--- config.mk ---
export PLATFORM = sky130hd
export DESIGN_NAME = histograma_latencia
export DESIGN_NICKNAME = d
export VERILOG_FILES = /design/src/rtl/histograma_latencia.sv
export SDC_FILE = /design/constraint.sdc
export NUM_CORES = 1
export LEC_CHECK = 0
export CORE_MARGIN = 2
export CORE_UTILIZATION = 37
export DETAILED_ROUTE_END_ITERATION = 8
export PLACE_DENSITY = 0.63
export SLEW_MARGIN = 20
export SYNTH_ARGS = -nofsm -noshare
export SYNTH_HDL_FRONTEND = slang
export SYNTH_SLANG_ARGS = --single-unit
--- constraint.sdc ---
create_clock -name clk -period 6.6 [get_ports clk]
set_input_delay 0.99 -clock clk [delete_from_list [all_inputs] [get_ports clk]]
set_output_delay 0.99 -clock clk [all_outputs]
set_load 0.005 [all_outputs]
--- src/rtl/histograma_latencia.sv ---
// One-hot bucket to latency-bin encoder with per-bin event counters, read port and background clear.
// Optional macro HISTOGRAMA_LATENCIA_SAT_EN makes the counters saturate instead of wrapping.
module histograma_latencia #(
  parameter int NUM_BUCKETS = 14,
  parameter int BITS_SHIFT  = 7,
  parameter int CNT_WIDTH   = 32
) (
  input  logic                   clk,
  input  logic                   reset_n,
  input  logic                   index_valid,
  input  logic [NUM_BUCKETS-1:0] index,
  output logic                   latencia_valid,
  output logic [BITS_SHIFT-1:0]  latencia,
  output logic                   erro,
  input  logic                   rd_req,
  input  logic [BITS_SHIFT-1:0]  rd_addr,
  output logic                   rd_ack,
  output logic [CNT_WIDTH-1:0]   rd_data,
  input  logic                   clear,
  output logic                   busy
);

  typedef enum logic {IDLE, CLEAR} state_t;

  // The invalid counter lives just past the last bin, at address NUM_BUCKETS.
  localparam logic [BITS_SHIFT-1:0] INV_ADDR = BITS_SHIFT'(NUM_BUCKETS);

  state_t                 state_q, state_d;
  logic [BITS_SHIFT-1:0]  ptr;
  logic [CNT_WIDTH-1:0]   cnt [NUM_BUCKETS+1];
  logic [BITS_SHIFT-1:0]  enc_lat;
  logic                   enc_err;
  logic                   hit, multi;
  logic [BITS_SHIFT-1:0]  inc_addr;
  logic                   inc_en;
  logic [CNT_WIDTH-1:0]   rd_sel;

  function automatic logic [CNT_WIDTH-1:0] bump(input logic [CNT_WIDTH-1:0] c);
`ifdef HISTOGRAMA_LATENCIA_SAT_EN
    bump = (c == {CNT_WIDTH{1'b1}}) ? c : c + CNT_WIDTH'(1);
`else
    bump = c + CNT_WIDTH'(1);
`endif
  endfunction

  // Ascending scan so the highest set bit is the last one to claim enc_lat.
  always_comb begin
    enc_lat = '1;
    hit     = 1'b0;
    multi   = 1'b0;
    for (int i = 0; i < NUM_BUCKETS; i++) begin
      if (index[i]) begin
        multi   = multi | hit;
        hit     = 1'b1;
        enc_lat = BITS_SHIFT'(NUM_BUCKETS - 1 - i);
      end
    end
    enc_err = ~hit | multi;
  end

  always_ff @(posedge clk or negedge reset_n) begin
    if (!reset_n) begin
      latencia_valid <= 1'b0;
      latencia       <= '1;
      erro           <= 1'b0;
    end else begin
      latencia_valid <= index_valid;
      erro           <= index_valid & enc_err;
      if (index_valid) latencia <= enc_lat;
    end
  end

  always_ff @(posedge clk or negedge reset_n) begin
    if (!reset_n) state_q <= IDLE;
    else          state_q <= state_d;
  end

  always_comb begin
    state_d = state_q;
    case (state_q)
      IDLE:    if (clear) state_d = CLEAR;
      CLEAR:   if (ptr == INV_ADDR) state_d = IDLE;
      default: state_d = IDLE;
    endcase
  end

  assign busy     = (state_q == CLEAR);
  assign inc_en   = latencia_valid & ~busy;
  assign inc_addr = erro ? INV_ADDR : latencia;

  always_ff @(posedge clk or negedge reset_n) begin
    if (!reset_n)   ptr <= '0;
    else if (busy)  ptr <= ptr + BITS_SHIFT'(1);
    else            ptr <= '0;
  end

  // The sweep wins over increments; increments are also gated off for the whole sweep.
  always_ff @(posedge clk or negedge reset_n) begin
    if (!reset_n) begin
      for (int i = 0; i <= NUM_BUCKETS; i++) cnt[i] <= '0;
    end else begin
      for (int i = 0; i <= NUM_BUCKETS; i++) begin
        if (busy && ptr == BITS_SHIFT'(i))
          cnt[i] <= '0;
        else if (inc_en && inc_addr == BITS_SHIFT'(i))
          cnt[i] <= bump(cnt[i]);
      end
    end
  end

  always_comb begin
    rd_sel = '0;
    for (int i = 0; i <= NUM_BUCKETS; i++)
      if (rd_addr == BITS_SHIFT'(i)) rd_sel = cnt[i];
  end

  always_ff @(posedge clk or negedge reset_n) begin
    if (!reset_n) begin
      rd_ack  <= 1'b0;
      rd_data <= '0;
    end else begin
      rd_ack <= rd_req & ~busy;
      if (rd_req && !busy) rd_data <= rd_sel;
    end
  end

endmodule

# == Word-level counts from Yosys, hierarchy flattened ==
# Cells that the tools add are included.
# totals
reg_bits,530
input_bits,26
out_inout_bits,43
wordCells,239
# classes
add_sub_neg,16
eq_ne,42
n_mux,91
bitwise_logic,18
n_reduce_logical,50
# ops
op,count
$mux 32,45
$add 32x1->32 const B,15
$eq 7x4->1 const B,21
$mux 7,16
$eq 7x3->1 const B,12
$eq 7x2->1 const B,6
$logic_and 1x1->1,31
$reduce_bool 2->1,15
$mux 1,29
$eq 7x1->1 const B,3
$logic_not 7->1,3
$or 1x1->1,13
$add 7x1->7 const B,1
$and 1x1->1,3
$not 1->1,2
$pmux 1 s2,1
$logic_not 1->1,1

# == Longest topological paths before layout ==
# Gate-level depths: netlist of the first run.
# logic_depth
depth_word,28
mapped_depth,10
depth_no_buf,7

# == Least setup slack after synthesis of the first run ==
# Ideal clock, no wire load.
# synth_path
path_kind,input to register
startpoint,input port rd_addr[0]
endpoint,register rd_data[5]
setup_time_ns,0.126
t_arrival_ns,2.891
required_time_ns,6.474
path_slack_ns,3.583
cell_stages,6
n_path_buf,3
path_cell_list,clkbuf_1 -> buf_2 -> clkbuf_1 -> a21oi_1 -> or4b_2 -> a221o_1
# synth_via
elab_chain_cells,16
# synth_rtl
element,line_no,text
from (decl),16,"input logic [BITS_SHIFT-1:0] rd_addr,"
$logic_not 7->1,114,if (rd_addr == BITS_SHIFT'(i)) rd_sel = cnt[i];
$mux 32 (14 in a row),114,
$mux 32 (*),114,
to (signal assigned),123,if (rd_req && !busy) rd_data <= rd_sel;
to (decl),18,"output logic [CNT_WIDTH-1:0] rd_data,"
# Mark *: on every way between the ends. The rest lies on a longest branch, timed or not.
# A chain may end at the register's enable or synchronous reset.

# == Worst setup path in the final report of the first run ==
# layout_path
startpoint,register latencia[0]
endpoint,register cnt[319] (netlist bit)
# layout_via
elab_chain_cells,4
# layout_rtl
element,line_no,text
from (decl),13,"output logic [BITS_SHIFT-1:0] latencia,"
from (signal assigned),69,if (index_valid) latencia <= enc_lat;
$mux 7,89,assign inc_addr = erro ? INV_ADDR : latencia;
$eq 7x3->1,105,else if (inc_en && inc_addr == BITS_SHIFT'(i))
$logic_and 1x1->1,105,
$reduce_bool 2->1 (no line),-,
"to (signal, indexed assignment)",106,cnt[i] <= bump(cnt[i]);
to (decl),30,logic [CNT_WIDTH-1:0] cnt [NUM_BUCKETS+1];
# Every way passes these cells.

==> key figures, run 1 <==
Routing
  – DRT antenna net count: 0
  – Pre-Repair DR Iteration Count: 6
  – Final WL: ~120 mm
  – Via density: 6.32
  – Initial drt markers: approximately 4,300
  – Drt wl/cell: about 26 microns
  – DRC viols: 0
  – Via count: between 20,000 and 30,000

Yosys
  – Post-synthesis cell count: around 3,600
  – Largest family of logic cells by synthesized area: simple AND/OR/NAND/NOR gates
  – Synth Warn #: 0
  – Top cell type's share of synthesized area: 0.410
  – Mux cell area share after synthesis: 0.0474
  – Top cells by area in the synthesized netlist: dfrtp_1 (41%), nor2_1 (4.5%), xor2_1 (4.0%)
  – Biggest area consumer among synthesized cells: dfrtp_1
  – Syn_area_per_cell: slightly below 9 sq um
  – Share of flip-flops with an asynchronous set or reset: 1.00
  – Synth Area in Compound Gates: 0.155
  – Synth Cell Area: approximately 32,000 sq um
  – Register bit total from synthesis: around 530
  – Seq/Total Area, Yosys: 0.415
  – Dominant synthesized flop cell: dfrtp_1
  – Synth Area in Simple Gates: 0.260
  – Commonest cells post-synth: dfrtp_1 (523), nor2_1 (382), nand2_1 (272)
  – Top-count cell post-synth: dfrtp_1
  – Synth Net Count: between 3,000 and 4,000
  – Post-synth EDFFs: 0
  – Synth Area in XOR/XNOR: 0.0791
  – Synth Area in Adders: 0.00808
  – Synth cell types: 86

Clocking
  – Clk_lat worst skew: around 0.65 ns
  – Num CTS Buffers: 59
  – CTS tree: built
  – CTS Root Cell: clkbuf_16
  – Worst-path clk slew: 0.06 ns
  – H-tree depth: 2
  – Clock Sinks: 528
  – Setup Buffers After CTS: 0
  – Post-CTS Resized: 0
  – Hold Buf Count CTS: 0
  – CTS Buffer Depth: 3

Critical path
  – Arrival time at the worst endpoint: ~4.1 ns
  – Reg2reg end: cnt[319]
  – Crit end category: flop
  – Crit path launch type: flop
  – Reg2reg setup slack: 3.06 ns
  – R2R depth: 5
  – CP max FO: 14
  – Critical R2R Launch: latencia[0]
  – Worst EP required: just over 7 ns
  – Critical path type: flop to flop

Timing
  – Post-route setup TNS: 0 ns
  – Hold Fails Final Rpt: 0
  – # setup viols final: 0
  – Tmin final: between 3 and 4 ns
  – Crit share post-route: 0.536
  – Slew headroom: 0.200
  – Slew Limit Fails: 0
  – Max Fclk: ~280 MHz
  – Final Skew: 0.0169 ns
  – Slew @ Worst Pin: roughly 1.2 ns
  – RSZ-0062 raised after global routing: false
  – Fin Hold WS: about 0.34 ns

Die
  – Die height: 298 microns
  – I/O pin cnt: 69
  – Core area: 85,300 sq um
  – Row cnt: approximately 110
  – Initial Util: 0.374
  – Die width: around 300 microns
  – Die area: ~89,000 sq um

Run
  – Max_cap viols: 0

Worst hold path
  – HP Class: input pin to asynchronous set/reset pin

Place
  – Routability Congestion: about 1.1
  – Post-DP HPWL: 90.8 mm
  – PortBufs: 68
  – Cells after DPL: between 4,000 and 5,000

GRT
  – Largest net degree at the start of global routing: approximately 180
  – Vias in the first global route: between 20,000 and 30,000
  – Antenna violations before repair: 5
  – Overflow after GRT: 0
  – First-pass GRT wire length: roughly 180 mm
  – GRT Total Usage: 0.274

Power and ir drop
  – Leakage: roughly 14 nW
  – Worst vdd ir: ~0.00024 V
  – Power Dens Cells: around 240 nW/um^2

Layout
  – Post-layout net count: 3,586
  – P&R area growth vs syn: 12.2%
  – Final std cells w/o fill: between 4,000 and 5,000
  – Layout cells sized above 1: 0.0802
  – Fillers: 8,311

Outcome
  – Status: complete, no violations
==> per-stage QoR <==
step | setup slack [ns] | cell area [sq um] | util | total power, W
floorplan | 3.58 | 31900 | - | 0.00416
global placement | 2.23 | 33700 | 0.395 | 0.00494
detailed placement | 2.58 | 33700 | 0.395 | 0.00495
CTS | 3.13 | 35800 | 0.419 | 0.00853
global route | 2.88 | 35800 | 0.420 | 0.00877
finish | 3.06 | 35800 | 0.420 | 0.00851
==> kinds of logic (layout without fill, tap and decap cells) <==
kind of cell,after synthesis,after routing
and+or+nand+nor,1574,1574
AOI/OAI and AO/OA,757,757
DFF,528,528
xor gates and xnor gates,288,288
buffers and inverters,280,300
muxes,122,122
adders and majority gates,21,21
other,0,1
==> registers in the layout (all words and copies together), names as in the netlist <==
| register | flops |
|---|---|
| erro | 1 |
| latencia | 5 |
| rd_data | 32 |
| cnt | 480 |
| latencia_valid | 1 |
| busy | 1 |
| ptr | 7 |
| rd_ack | 1 |
==> layer usage <==
layer	GRT usage	vias to the layer above	routed length, microns
met5	0	-	23
met1	0.392	14800	52900
met4	0.132	4	6780
li1	-	13200	-
met2	0.388	1585	51600
met3	0.0602	300	12800
==> worst max path at each step <==
stage                 from     endpoint  slack (ns)  depth (start not counted)
2_1_floorplan   rd_addr[0]   rd_data[5]        3.58                          6
3_3_place_gp    rd_addr[5]  rd_data[22]        2.23                          6
3_5_place_dp    rd_addr[5]  rd_data[21]        2.58                          7
4_1_cts        latencia[0]     cnt[319]        3.13                          5
5_1_grt               busy     cnt[285]        2.88                          6
6_report       latencia[0]     cnt[319]        3.06                          5
==> layout by cell type (no fill, tap or decap), types with 14 or more instances in the layout <==
| master | instances |
|---|---|
| and4_1 | 48 |
| mux2i_1 | 60 |
| a31oi_1 | 14 |
| nand2b_1 | 17 |
| clkbuf_1 | 16 |
| xnor2_1 | 141 |
| or3_1 | 121 |
| buf_4 | 50 |
| a2111oi_0 | 15 |
| mux2_2 | 43 |
| a21oi_1 | 212 |
| nand3_1 | 173 |
| o31ai_1 | 53 |
| a221oi_1 | 18 |
| nor3_1 | 97 |
| mux4_2 | 19 |
| xor2_1 | 147 |
| and3_1 | 72 |
| o2111ai_1 | 27 |
| ha_1 | 19 |
| nand4_1 | 147 |
| nor3_2 | 21 |
| a22oi_1 | 29 |
| clkdlybuf4s50_1 | 64 |
| clkbuf_16 | 61 |
| nor2_1 | 380 |
| inv_1 | 68 |
| and2_1 | 25 |
| o211ai_1 | 30 |
| dfrtp_1 | 523 |
| a211oi_1 | 23 |
| nand2_1 | 272 |
| o22ai_1 | 31 |
| nor4_1 | 62 |
| o21ai_0 | 166 |
| or4_1 | 60 |
==> report_power, final <==
group	total [W]	switching, W	leakage (nW)	internal [W]
Clock	0.00359	0.00144	1.02	0.00215
Sequential	0.00355	0.000195	7.30	0.00335
Combinational	0.00138	0.000959	5.75	0.000419
Total	0.00851	0.00260	14.1	0.00592
==> layout make-up <==
class	count	area [sq um]	share of cell area
multi-input cells	2762	17700	0.493
flip-flops and latches	528	13200	0.369
clock buffers	90	1770	0.0493
well taps	1144	1430	0.0400
repair buffers	122	1140	0.0318
clock inverters	20	313	0.00874
inverters	68	255	0.00713
diodes	1	2.50	0.0000699
==> worst max-delay path: stages (launching register included) <==
cell	delay, ns
dfstp_2	0.69
nor3b_2	0.74
nand3_1	0.68
a2111o_1	0.70
or4_1	0.50
a21oi_1	0.13
Note: power is estimated with default switching activity, not from simulation.
==> inputs of run 2 (changes only) <==
Settings changed: PLACE_DENSITY 0.63 to 0.65.
Clock period 6.6 ns to 3.25 ns, I/O delays scaled along.
==> run 2 against run 1 <==
Compared with the run above: routed wire length rose by 1.8%; first-iteration DRC count rose by 2.1%; clock skew rose by 0.033 ns; sequential power rose by 100%.
==> key figures, run 2 (same netlist as run 1, synthesis figures left out) <==
Outcome
  – Status: complete, no violations

Layout
  – Ant. Diodes: 0 (-1)
  – Post-layout net count: 3,710 (+3.5%)
  – Max reg flops: 480 (unchanged)
  – P&R area growth vs syn: 15.6%
  – Final std cells w/o fill: 4,859 (+2.6%)
  – Largest registers: cnt (480), rd_data (32), ptr (7)
  – Final core occ: 0.432 (+0.0126)
  – Fillers: 8,293 (-0.22%)
  – Commonest non-fill, non-tap cell in the layout: dfrtp_1
  – Top reg by flops: cnt
  – Most frequent cells in the layout: dfrtp_1 (523), nor2_1 (381), nand2_1 (272)
  – Layout cells sized above 1: 0.112 (+0.0318)

GRT
  – GRT Total Usage: 0.278 (+0.00422)
  – Antenna violations before repair: 4 (-1)
  – Largest net degree at the start of global routing: 85 (-53%)
  – Overflow after GRT: 0 (unchanged)
  – Vias in the first global route: 27,900 (+3.3%)
  – First-pass GRT wire length: 187 mm (+1.9%)

Power and ir drop
  – Leakage: 14.7 nW (+4.7%)
  – Power Dens Cells: 476 nW/um^2 (+100%)
  – Worst vdd ir: 0.000485 V (+110%)

Critical path
  – Worst EP required: 3.81 ns (-3.36 ns)
  – Arrival time at the worst endpoint: 3.63 ns (-0.48 ns)
  – Crit path launch type: flop
  – CP max FO: 12 (-2)
  – Critical path type: flop to flop
  – Crit end category: flop

Routing
  – Final WL: 126 mm (+1.8%)
  – DRC viols: 0 (unchanged)
  – Pre-Repair DR Iteration Count: 6 (unchanged)
  – Initial drt markers: 4,342 (+2.1%)
  – DRT antenna net count: 0 (unchanged)
  – Via count: 30,600 (+2.3%)
  – Drt wl/cell: 26.0 microns (-0.80%)
  – Via density: 6.30 (-0.34%)

Die
  – Die area: 88,500 sq um (unchanged)
  – Core area: 85,300 sq um (unchanged)
  – I/O pin cnt: 69 (unchanged)
  – Die width: 298 microns (unchanged)
  – Initial Util: 0.374 (unchanged)
  – Die height: 298 microns (unchanged)
  – Row cnt: 107 (unchanged)

Clocking
  – Setup Buffers After CTS: 0 (unchanged)
  – Clock Sinks: 528 (unchanged)
  – CTS Root Cell: clkbuf_16
  – Num CTS Buffers: 59 (unchanged)
  – Clk_lat worst skew: 0.67 ns (+0.02 ns)
  – CTS Buffer Depth: 3 (unchanged)
  – Worst-path clk slew: 0.07 ns (about the same)
  – CTS tree: built
  – H-tree depth: 2 (unchanged)

Place
  – Post-DP HPWL: 95.8 mm (+5.5%)
  – Routability Congestion: 1.02 (-2.8%)
  – Cells after DPL: 4,747 (+2.7%)
  – PortBufs: 68 (unchanged)

Worst hold path
  – HP Class: input pin to asynchronous set/reset pin

Timing
  – Post-route setup TNS: 0 ns (unchanged)
  – Tmin final: 3.07 ns (-0.474 ns)
  – Crit share post-route: 0.943 (+0.407)
  – Hold Fails Final Rpt: 0 (unchanged)
  – # setup viols final: 0 (unchanged)
  – Final Skew: 0.0498 ns (+0.0329 ns)
  – Max Fclk: 326 MHz (+15%)
  – Slew @ Worst Pin: 1.00 ns (-0.195 ns)
  – Slew Limit Fails: 0 (unchanged)
  – RSZ-0062 raised after global routing: false
  – Slew headroom: 0.331 (+0.131)

Run
  – Max_cap viols: 0 (unchanged)
## run 2: worst max-delay path: stages (launching register included)
cell	delay, ns
dfrtp_1	0.59
or3b_1	0.81
nor3_1	0.47
nand3_1	0.34
or4_1	0.59
a21oi_1	0.15
## run 2: final timing paths
path	from	to	slack (ns)	depth (start not counted)
hold reg to reg	rd_data[9]	rd_data[9]	0.51	2
min in group clk	rd_addr[0]	rd_data[29]	0.48	3
setup / recovery	erro	cnt[187]	0.18	5
setup reg to reg	erro	cnt[187]	0.18	5
hold / removal	reset_n	rd_data[18]	0.43	2
max in group asynchronous	reset_n	cnt[140]	1.85	3
## run 2: metrics by stage
stage / power, W / instance area, sq um / hold slack [ns] / setup slack, ns
floorplan: 0.00845 / 31900 / 0.192 / 0.658
global placement: 0.0102 / 34700 / 0.514 / 0.137
detailed placement: 0.0102 / 34700 / 0.507 / 0.149
CTS: 0.0175 / 36900 / 0.438 / 0.123
global route: 0.0180 / 36900 / 0.477 / 0.0313
finish: 0.0175 / 36900 / 0.435 / 0.185
## run 2: layer usage
layer	track usage	routed length [microns]	vias up
li1	-	-	13500
met1	0.389	52500	15100
met2	0.407	54200	1638
met3	0.0639	12900	331
met4	0.126	6690	6
met5	0	43	-
## run 2: power by group
group	internal, W	switching (W)
combinational	0.000996	0.00206
sequential	0.00681	0.000356
clock	0.00433	0.00298
## run 2: final cells by class
class,instances,area (sq um),share of cell area
Tap cell,1144,1430,0.0388
Clock inverter,27,392,0.0106
Multi-Input combinational cell,2762,17600,0.479
Sequential cell,528,13200,0.359
Timing Repair Buffer,246,2200,0.0596
Inverter,68,255,0.00692
Clock buffer,84,1720,0.0467
## run 2: timing repair
action / 4_1_cts / 5_1_grt
hold buffers: 1 / 0
setup endpoints to repair: 0 / 4
endpoints found under the hold margin: 45 / 0
gates resized for setup: 0 / 1
